===== src/rtl/des_seq_pkg.sv =====
// Shared types and constants for the DES operand sequencer.
// key_parity_ok is used only when KEY_PARITY_CHECK_EN is defined.
package des_seq_pkg;

    localparam int DES_WORD_W      = 64;
    localparam int DIGITS_PER_WORD = 16;

    typedef enum logic [2:0] {
        ST_GET_DATA = 3'b000,
        ST_WAIT_CLR = 3'b001,
        ST_GET_KEY  = 3'b010,
        ST_LAUNCH   = 3'b011,
        ST_BUSY     = 3'b100,
        ST_DONE     = 3'b101,
        ST_ERROR    = 3'b110,
        ST_UNUSED   = 3'b111
    } seq_state_e;

    // DES keys carry odd parity in every byte.
    function automatic logic key_parity_ok(input logic [DES_WORD_W-1:0] key);
        logic ok;
        ok = 1'b1;
        for (int i = 0; i < DES_WORD_W / 8; i++) begin
            ok = ok & (^key[i*8 +: 8]);
        end
        return ok;
    endfunction

endpackage


===== src/rtl/des_operand_sequencer.sv =====
// Captures a data block and then a key from the entry stage, launches the DES core,
// and holds its result. Optional macro KEY_PARITY_CHECK_EN rejects keys with bad parity.
module des_operand_sequencer
    import des_seq_pkg::*;
#(
    parameter int TIMEOUT_CYCLES = 64,
    parameter int CNT_W          = 7
) (
    input  logic                  clk,
    input  logic                  rst,
    input  logic [DES_WORD_W-1:0] entry_value,
    input  logic [4:0]            entry_count,
    input  logic                  decrypt_sw,
    input  logic                  restart_n,
    output logic                  des_start,
    output logic                  des_decrypt,
    output logic [DES_WORD_W-1:0] des_data,
    output logic [DES_WORD_W-1:0] des_key,
    input  logic                  des_done,
    input  logic [DES_WORD_W-1:0] des_result,
    output logic [DES_WORD_W-1:0] result,
    output logic                  result_valid,
    output logic                  error,
    output logic [2:0]            phase
);

    localparam logic [4:0]       FULL_COUNT = 5'(DIGITS_PER_WORD);
    localparam logic [CNT_W-1:0] TO_LAST    = CNT_W'(TIMEOUT_CYCLES - 1);

    seq_state_e            state_q, state_d;
    logic [4:0]            count_prev_q, count_prev_d;
    logic [CNT_W-1:0]      cnt_q, cnt_d;
    logic [DES_WORD_W-1:0] des_data_q, des_data_d;
    logic [DES_WORD_W-1:0] des_key_q, des_key_d;
    logic [DES_WORD_W-1:0] result_q, result_d;
    logic                  des_decrypt_q, des_decrypt_d;
    logic                  des_start_q, des_start_d;
    logic                  result_valid_q, result_valid_d;
    logic                  error_q, error_d;
    logic                  capture_s;

    // A word is complete only on the cycle the digit count first reaches full.
    assign capture_s = (count_prev_q != FULL_COUNT) && (entry_count == FULL_COUNT);

    // Next-state and datapath update logic.
    always_comb begin
        state_d        = state_q;
        count_prev_d   = entry_count;
        cnt_d          = cnt_q;
        des_data_d     = des_data_q;
        des_key_d      = des_key_q;
        result_d       = result_q;
        des_decrypt_d  = des_decrypt_q;
        des_start_d    = 1'b0;
        result_valid_d = result_valid_q;
        error_d        = error_q;
        if (!restart_n) begin
            state_d        = ST_GET_DATA;
            result_valid_d = 1'b0;
            error_d        = 1'b0;
        end else begin
            case (state_q)
                ST_GET_DATA: begin
                    if (capture_s) begin
                        des_data_d = entry_value;
                        state_d    = ST_WAIT_CLR;
                    end else begin
                        state_d = ST_GET_DATA;
                    end
                end
                ST_WAIT_CLR: begin
                    if (entry_count == 5'd0) begin
                        state_d = ST_GET_KEY;
                    end else begin
                        state_d = ST_WAIT_CLR;
                    end
                end
                ST_GET_KEY: begin
                    if (capture_s) begin
                        des_key_d = entry_value;
`ifdef KEY_PARITY_CHECK_EN
                        if (!key_parity_ok(entry_value)) begin
                            error_d = 1'b1;
                            state_d = ST_ERROR;
                        end else begin
                            des_decrypt_d = decrypt_sw;
                            des_start_d   = 1'b1;
                            state_d       = ST_LAUNCH;
                        end
`else
                        des_decrypt_d = decrypt_sw;
                        des_start_d   = 1'b1;
                        state_d       = ST_LAUNCH;
`endif
                    end else begin
                        state_d = ST_GET_KEY;
                    end
                end
                ST_LAUNCH: begin
                    cnt_d   = {CNT_W{1'b0}};
                    state_d = ST_BUSY;
                end
                ST_BUSY: begin
                    // Completion wins over a timeout landing in the same cycle.
                    if (des_done) begin
                        result_d       = des_result;
                        result_valid_d = 1'b1;
                        state_d        = ST_DONE;
                    end else if ((TIMEOUT_CYCLES != 0) && (cnt_q == TO_LAST)) begin
                        error_d = 1'b1;
                        state_d = ST_ERROR;
                    end else begin
                        cnt_d = cnt_q + CNT_W'(1);
                    end
                end
                ST_DONE: begin
                    state_d = ST_DONE;
                end
                ST_ERROR: begin
                    result_valid_d = 1'b0;
                    state_d        = ST_ERROR;
                end
                default: begin
                    state_d = ST_GET_DATA;
                end
            endcase
        end
    end

    // State and output registers.
    always_ff @(posedge clk or posedge rst) begin
        if (rst) begin
            state_q        <= ST_GET_DATA;
            count_prev_q   <= 5'd0;
            cnt_q          <= {CNT_W{1'b0}};
            des_data_q     <= {DES_WORD_W{1'b0}};
            des_key_q      <= {DES_WORD_W{1'b0}};
            result_q       <= {DES_WORD_W{1'b0}};
            des_decrypt_q  <= 1'b0;
            des_start_q    <= 1'b0;
            result_valid_q <= 1'b0;
            error_q        <= 1'b0;
        end else begin
            state_q        <= state_d;
            count_prev_q   <= count_prev_d;
            cnt_q          <= cnt_d;
            des_data_q     <= des_data_d;
            des_key_q      <= des_key_d;
            result_q       <= result_d;
            des_decrypt_q  <= des_decrypt_d;
            des_start_q    <= des_start_d;
            result_valid_q <= result_valid_d;
            error_q        <= error_d;
        end
    end

    assign des_start    = des_start_q;
    assign des_decrypt  = des_decrypt_q;
    assign des_data     = des_data_q;
    assign des_key      = des_key_q;
    assign result       = result_q;
    assign result_valid = result_valid_q;
    assign error        = error_q;
    assign phase        = state_q;

endmodule

===== config.mk =====
export PLATFORM = sky130hd
export DESIGN_NAME = des_operand_sequencer
export DESIGN_NICKNAME = d
export VERILOG_FILES = /design/src/rtl/des_seq_pkg.sv /design/src/rtl/des_operand_sequencer.sv
export SDC_FILE = /design/constraint.sdc
export NUM_CORES = 1
export LEC_CHECK = 0
export ABC_AREA = 1
export BUFFER_PORTS_ARGS = -buffer_cell sky130_fd_sc_hd__buf_2
export CORE_ASPECT_RATIO = 1.25
export CORE_MARGIN = 3
export CORE_UTILIZATION = 25
export DETAILED_ROUTE_END_ITERATION = 6
export SYNTH_ARGS = -nofsm -noshare
export SYNTH_HDL_FRONTEND = slang
export SYNTH_SLANG_ARGS = --single-unit

===== constraint.sdc =====
create_clock -name clk -period 16.18 [get_ports clk]
set_clock_uncertainty 0.05 [all_clocks]
set_input_delay 0.809 -clock clk [delete_from_list [all_inputs] [get_ports clk]]
set_output_delay 0.809 -clock clk [all_outputs]
set_load 0.05 [all_outputs]

After elaboration in Yosys (flattened, before gate mapping)
Cells that the tools add are included.
{ "classes": {"n_addsub": 1, "multipliers": 0, "div": 0, "magnitude_cmp": 0, "n_eq_ne": 17, "shifts": 0, "muxes": 20, "bitwise": 0, "reduce_logical": 10} }
{ "ops": {"columns": ["operator", "n"], "rows": [
  ["3-bit case mux with 7 select lines", 1],
  ["7-bit 2-to-1 mux", 2],
  ["7-bit case mux with 2 select lines", 1],
  ["3-bit AND reduction", 4],
  ["1-bit 2-to-1 mux", 11],
  ["3-bit == test, second input constant", 3],
  ["3-bit 2-to-1 mux", 3],
  ["7-bit by 1-bit adder with 7-bit output, second input constant", 1],
  ["7-bit by 6-bit == test with 1-bit output, second input constant", 1],
  ["3-bit by 2-bit == test with 1-bit output, second input constant", 2],
  ["2-bit inequality test, second input constant", 3],
  ["5-bit == test, second input constant", 1],
  ["5-bit logical NOT", 1],
  ["5-bit inequality test, second input constant", 1],
  ["2-bit by 1-bit inequality test with 1-bit output, second input constant", 2],
  ["4-bit inequality test, second input constant", 1],
  ["4-bit AND reduction", 1],
  ["3-bit by 1-bit == test with 1-bit output, second input constant", 1],
  ["3-bit logical NOT", 1],
  ["3-bit by 1-bit inequality test with 1-bit output, second input constant", 1],
  ["3-bit inequality test, second input constant", 1],
  ["2-bit 2-to-1 mux", 1],
  ["1-bit case mux with 2 select lines", 1],
  ["2-bit AND reduction", 1],
  ["2 further kinds", 2]
]} }
{ "totals": {"register_bits": 211, "latch_bits": 0, "ram_bits": 0, "rom_bits": 0, "in_bits": 138, "elab_cells": 58, "n_memories": 0} }

Logic depth before layout (Yosys ltp)
{ "depth": {"word_depth": 5, "ltp_mapped": 10} }

Least setup slack after synthesis
Ideal clock, no wire load.
{ "synth_path": {"path_kind": "input-to-reg", "start": "input entry_count[0]", "end": "register des_key_q[0] (netlist: des_key[0])", "setup_time_ns": 0.118, "arrival_time_ns": 1.697, "setup_slack_ns": 14.315, "path_stages": 8, "path_cell_list": "nor2_1 > nand2_1 > nor2_2 > nand2_1 > buf_4 > buf_2 > nand2_1 > nand2_1"} }
{ "synth_via": {"elab_chain_cells": 3} }
{ "synth_lines": {"columns": ["element", "line", "text"], "rows": [
  ["from (decl)", "des_operand_sequencer.sv:12", "input logic [4:0] entry_count,"],
  ["5-bit == test", "des_operand_sequencer.sv:43", "assign capture_s = (count_prev_q != FULL_COUNT) && (entry_count == FULL_COUNT);"],
  ["1-bit logical AND", "des_operand_sequencer.sv:43", null],
  ["3-bit AND reduction (no source line)", null, null],
  ["to (signal assigned)", "des_operand_sequencer.sv:137", "des_key_q <= {DES_WORD_W{1'b0}};"],
  ["to (signal assigned)", "des_operand_sequencer.sv:148", "des_key_q <= des_key_d;"],
  ["to (decl)", "des_operand_sequencer.sv:34", "logic [DES_WORD_W-1:0] des_key_q, des_key_d;"]
]} }
No other way between the ends.
A chain may end at the register's enable or synchronous reset.

Worst setup path in the final report
{ "layout_path": {"start": "input restart_n", "end": "register des_data_q[25] (netlist: des_data[25])"} }
{ "layout_via": {"elab_chain_cells": 1} }
{ "layout_lines": {"columns": ["element", "line", "text"], "rows": [
  ["from (decl)", "des_operand_sequencer.sv:14", "input logic restart_n,"],
  ["3-bit AND reduction (no source line)", null, null],
  ["to (signal assigned)", "des_operand_sequencer.sv:136", "des_data_q <= {DES_WORD_W{1'b0}};"],
  ["to (signal assigned)", "des_operand_sequencer.sv:147", "des_data_q <= des_data_d;"],
  ["to (decl)", "des_operand_sequencer.sv:33", "logic [DES_WORD_W-1:0] des_data_q, des_data_d;"]
]} }
No other way between the ends.

==> results by group <==
Clocking
  • Postcts setup bufs: 0
  • Post_cts resized: 0
  • Clk slew on worst S/H paths: 0.06 ns
  • Hold buffers post-CTS: 0
  • Sink Count: 211
  • CTS Buf Count: 24
  • CTS root buf: clkbuf_16
  • Clock Path Buffers: 3
  • H-tree depth: 1
  • CTS tree: done
  • Skew-Pair Late Insertion Delay: 0.52 ns

Synthesis
  • Gate Count Post-Synth: 939
  • Post-synth cell types: 24
  • Syn Nets: 1078
  • Syn_area_per_cell: 8.934 sq um
  • Synth warnings: 0
  • Sequential area share after synthesis: 0.6294
  • Netlist Area Pre-Place: 8389 sq um
  • Flops & latches, synth: 211

Global routing
  • Initial antenna violation count: 3
  • Vias in the first global route: 7401
  • Largest net degree at the start of global routing: 103
  • GRT overflow: 0
  • First-pass GRT wire length: 39.60 mm
  • GRT Util Overall: 0.1371

Floorplanning
  • Core area: 32870 sq um
  • Row count: 74
  • Die Y: 210.8 um
  • # IOs: 337
  • Initial Utilization: 0.2552
  • Die area: 35810 sq um
  • Die X: 169.8 um

STA
  • Slew Limit Fails: 0
  • Min Tclk post-route: 2.597 ns
  • Worst rel slew slack: 0.3695
  • Max Freq: 385.1 MHz
  • TNS Setup: 0 ns
  • Worst slew pin tran: 0.9458 ns
  • Fin. Hold Viols: 0
  • RSZ-0062 raised after global routing: no
  • Period utilization: 0.1605
  • Setup violations, final: 0

Layout
  • Most common library cell in the layout ignoring fill and taps: nand2_1
  • Share of cells above drive strength 1: 0.3075
  • P&R area growth vs syn: 33.71%
  • Most frequent cells in the layout: nand2_1, buf_2, dfrtp_1, nand3_1, inv_1
  • Fin util: 0.3413
  • Final #Nets: 1398

Worst setup path
  • Critical Path Start: restart_n
  • Crit Path Category: in -> reg
  • Data required, critical path: 16.54 ns
  • Worst setup SP type: input pin
  • Worst Path Max Fanout: 70
  • CP arrival: 2.95 ns
  • Reg2reg start: phase[1]$_DFFE_PP0P_
  • Critical Path Sink Type: flop

Routing
  • Detail Route Antenna Nets: 0
  • # DRC: 0
  • DR iter-0 viols: 455
  • WL per Instance: 14.70 um
  • Routed vias: 7112
  • First-pass DRT Iterations: 6
  • Routed via count divided by cell count: 4.196
  • Total wire length: 24.92 mm

Placement
  • Gpl congestion: 0.7911
  • Post-DP HPWL: 17.21 mm
  • I/O Buffers: 336

Job
  • Max_cap viols: 0

Pwr
  • Power per cell area: 122.5 nW/um^2
  • Worst VDD drop: 0.06768 mV
  • P_leak: 0.006680 uW

Run status
  • Outcome: finished, final reports clean

Worst hold path
  • Hold Crit Class: in -> async
[synth_stat cells (all sizes together)]
| library cell | n | area, sq um |
|---|---|---|
| a21oi | 4 | 20.02 |
| buf | 43 | 290.3 |
| clkbuf | 7 | 26.28 |
| dfrtp | 211 | 5280 |
| ha | 1 | 12.51 |
| inv | 79 | 296.5 |
| nand2 | 421 | 1580 |
| nand3 | 75 | 380.4 |
| nand3b | 2 | 15.01 |
| nand4 | 2 | 12.51 |
| nor2 | 17 | 73.82 |
| nor3 | 3 | 20.02 |
| o21a | 1 | 7.510 |
| o21ai | 70 | 350.3 |
| or2 | 1 | 6.260 |
| xor2 | 2 | 17.52 |
[flip-flops by register name (all words and copies together) (netlist names)]
name          cells
count_prev_q      5
des_data         64
result_valid      1
des_decrypt       1
error             1
phase             3
cnt_q             7
des_start         1
des_key          64
result           64
[metal layers]
layer	vias up	share of wire	track usage
li1	3533	-	-
met1	3227	0.38	0.1576
met2	294	0.48	0.2363
met3	56	0.095	0.04418
met4	2	0.038	0.05418
met5	-	0.00080	0
[area by class of cell]
type / instances / area [sq um]
Antenna cell: 2 / 5.005
Clock buffer: 35 / 683.2
Clock inverter: 7 / 162.7
Fill cell: 3435 / 21650
Inverter: 79 / 304.0
Multi-Input combinational cell: 599 / 2517
Sequential cell: 211 / 5280
Tap cell: 418 / 523.0
Timing Repair Buffer: 344 / 1742
[critical path, stage by stage]
cell and delay (ns):
buf_2 0.08, buf_4 0.63, nand3_2 0.71, buf_4 0.51, nand2_1 0.12, nand2_1 0.05
[cell families after synthesis]
family                     count (synthesis)  synth area share
AOI/OAI and AO/OA                         75           0.04504
adders and majority gates                  1          0.001491
and+or+nand+nor                          521            0.2489
xor gates and xnor gates                   2          0.002088
buffers and inverters                    129           0.07308
DFF                                      211            0.6294
[stage by stage]
| step | hold slack (ns) | setup slack [ns] | power [uW] | instance area [sq um] | instances |
|---|---|---|---|---|---|
| 2_1_floorplan | 0.4139 | 9.555 | 726.9 | 8389 | 939 |
| 3_3_place_gp | 0.4061 | 13.01 | 797.4 | 10370 | 1651 |
| 3_5_place_dp | 0.4097 | 12.96 | 797.7 | 10370 | 1651 |
| 4_1_cts | 0.3238 | 13.52 | 1397 | 11210 | 1693 |
| 5_1_grt | 0.3301 | 13.32 | 1434 | 11210 | 1694 |
| 6_report | 0.3000 | 13.58 | 1374 | 11220 | 1695 |
[report_power, final]
part	leakage, uW	switching [uW]	internal, uW	total, uW
combinational	0.00340	162	46.9	209
sequential	0.00288	18.6	558	577
clock	0.000407	218	371	589
total	0.00668	398	976	1370
[worst paths after layout]
kind | to | slack, ns | depth (start not counted)
setup / recovery | des_data[25]$_DFFE_PP0P_ | 13.58 | 6
hold / removal | des_key[39]$_DFFE_PP0P_ | 0.30 | 2
setup reg to reg | des_data[25]$_DFFE_PP0P_ | 13.90 | 7
hold reg to reg | des_key[42]$_DFFE_PP0P_ | 0.42 | 2
max in group asynchronous | des_key[16]$_DFFE_PP0P_ | 14.35 | 3
min in group clk | count_prev_q[0]$_DFF_PP0_ | 0.36 | 1
(Power assumes the default switching activity.)
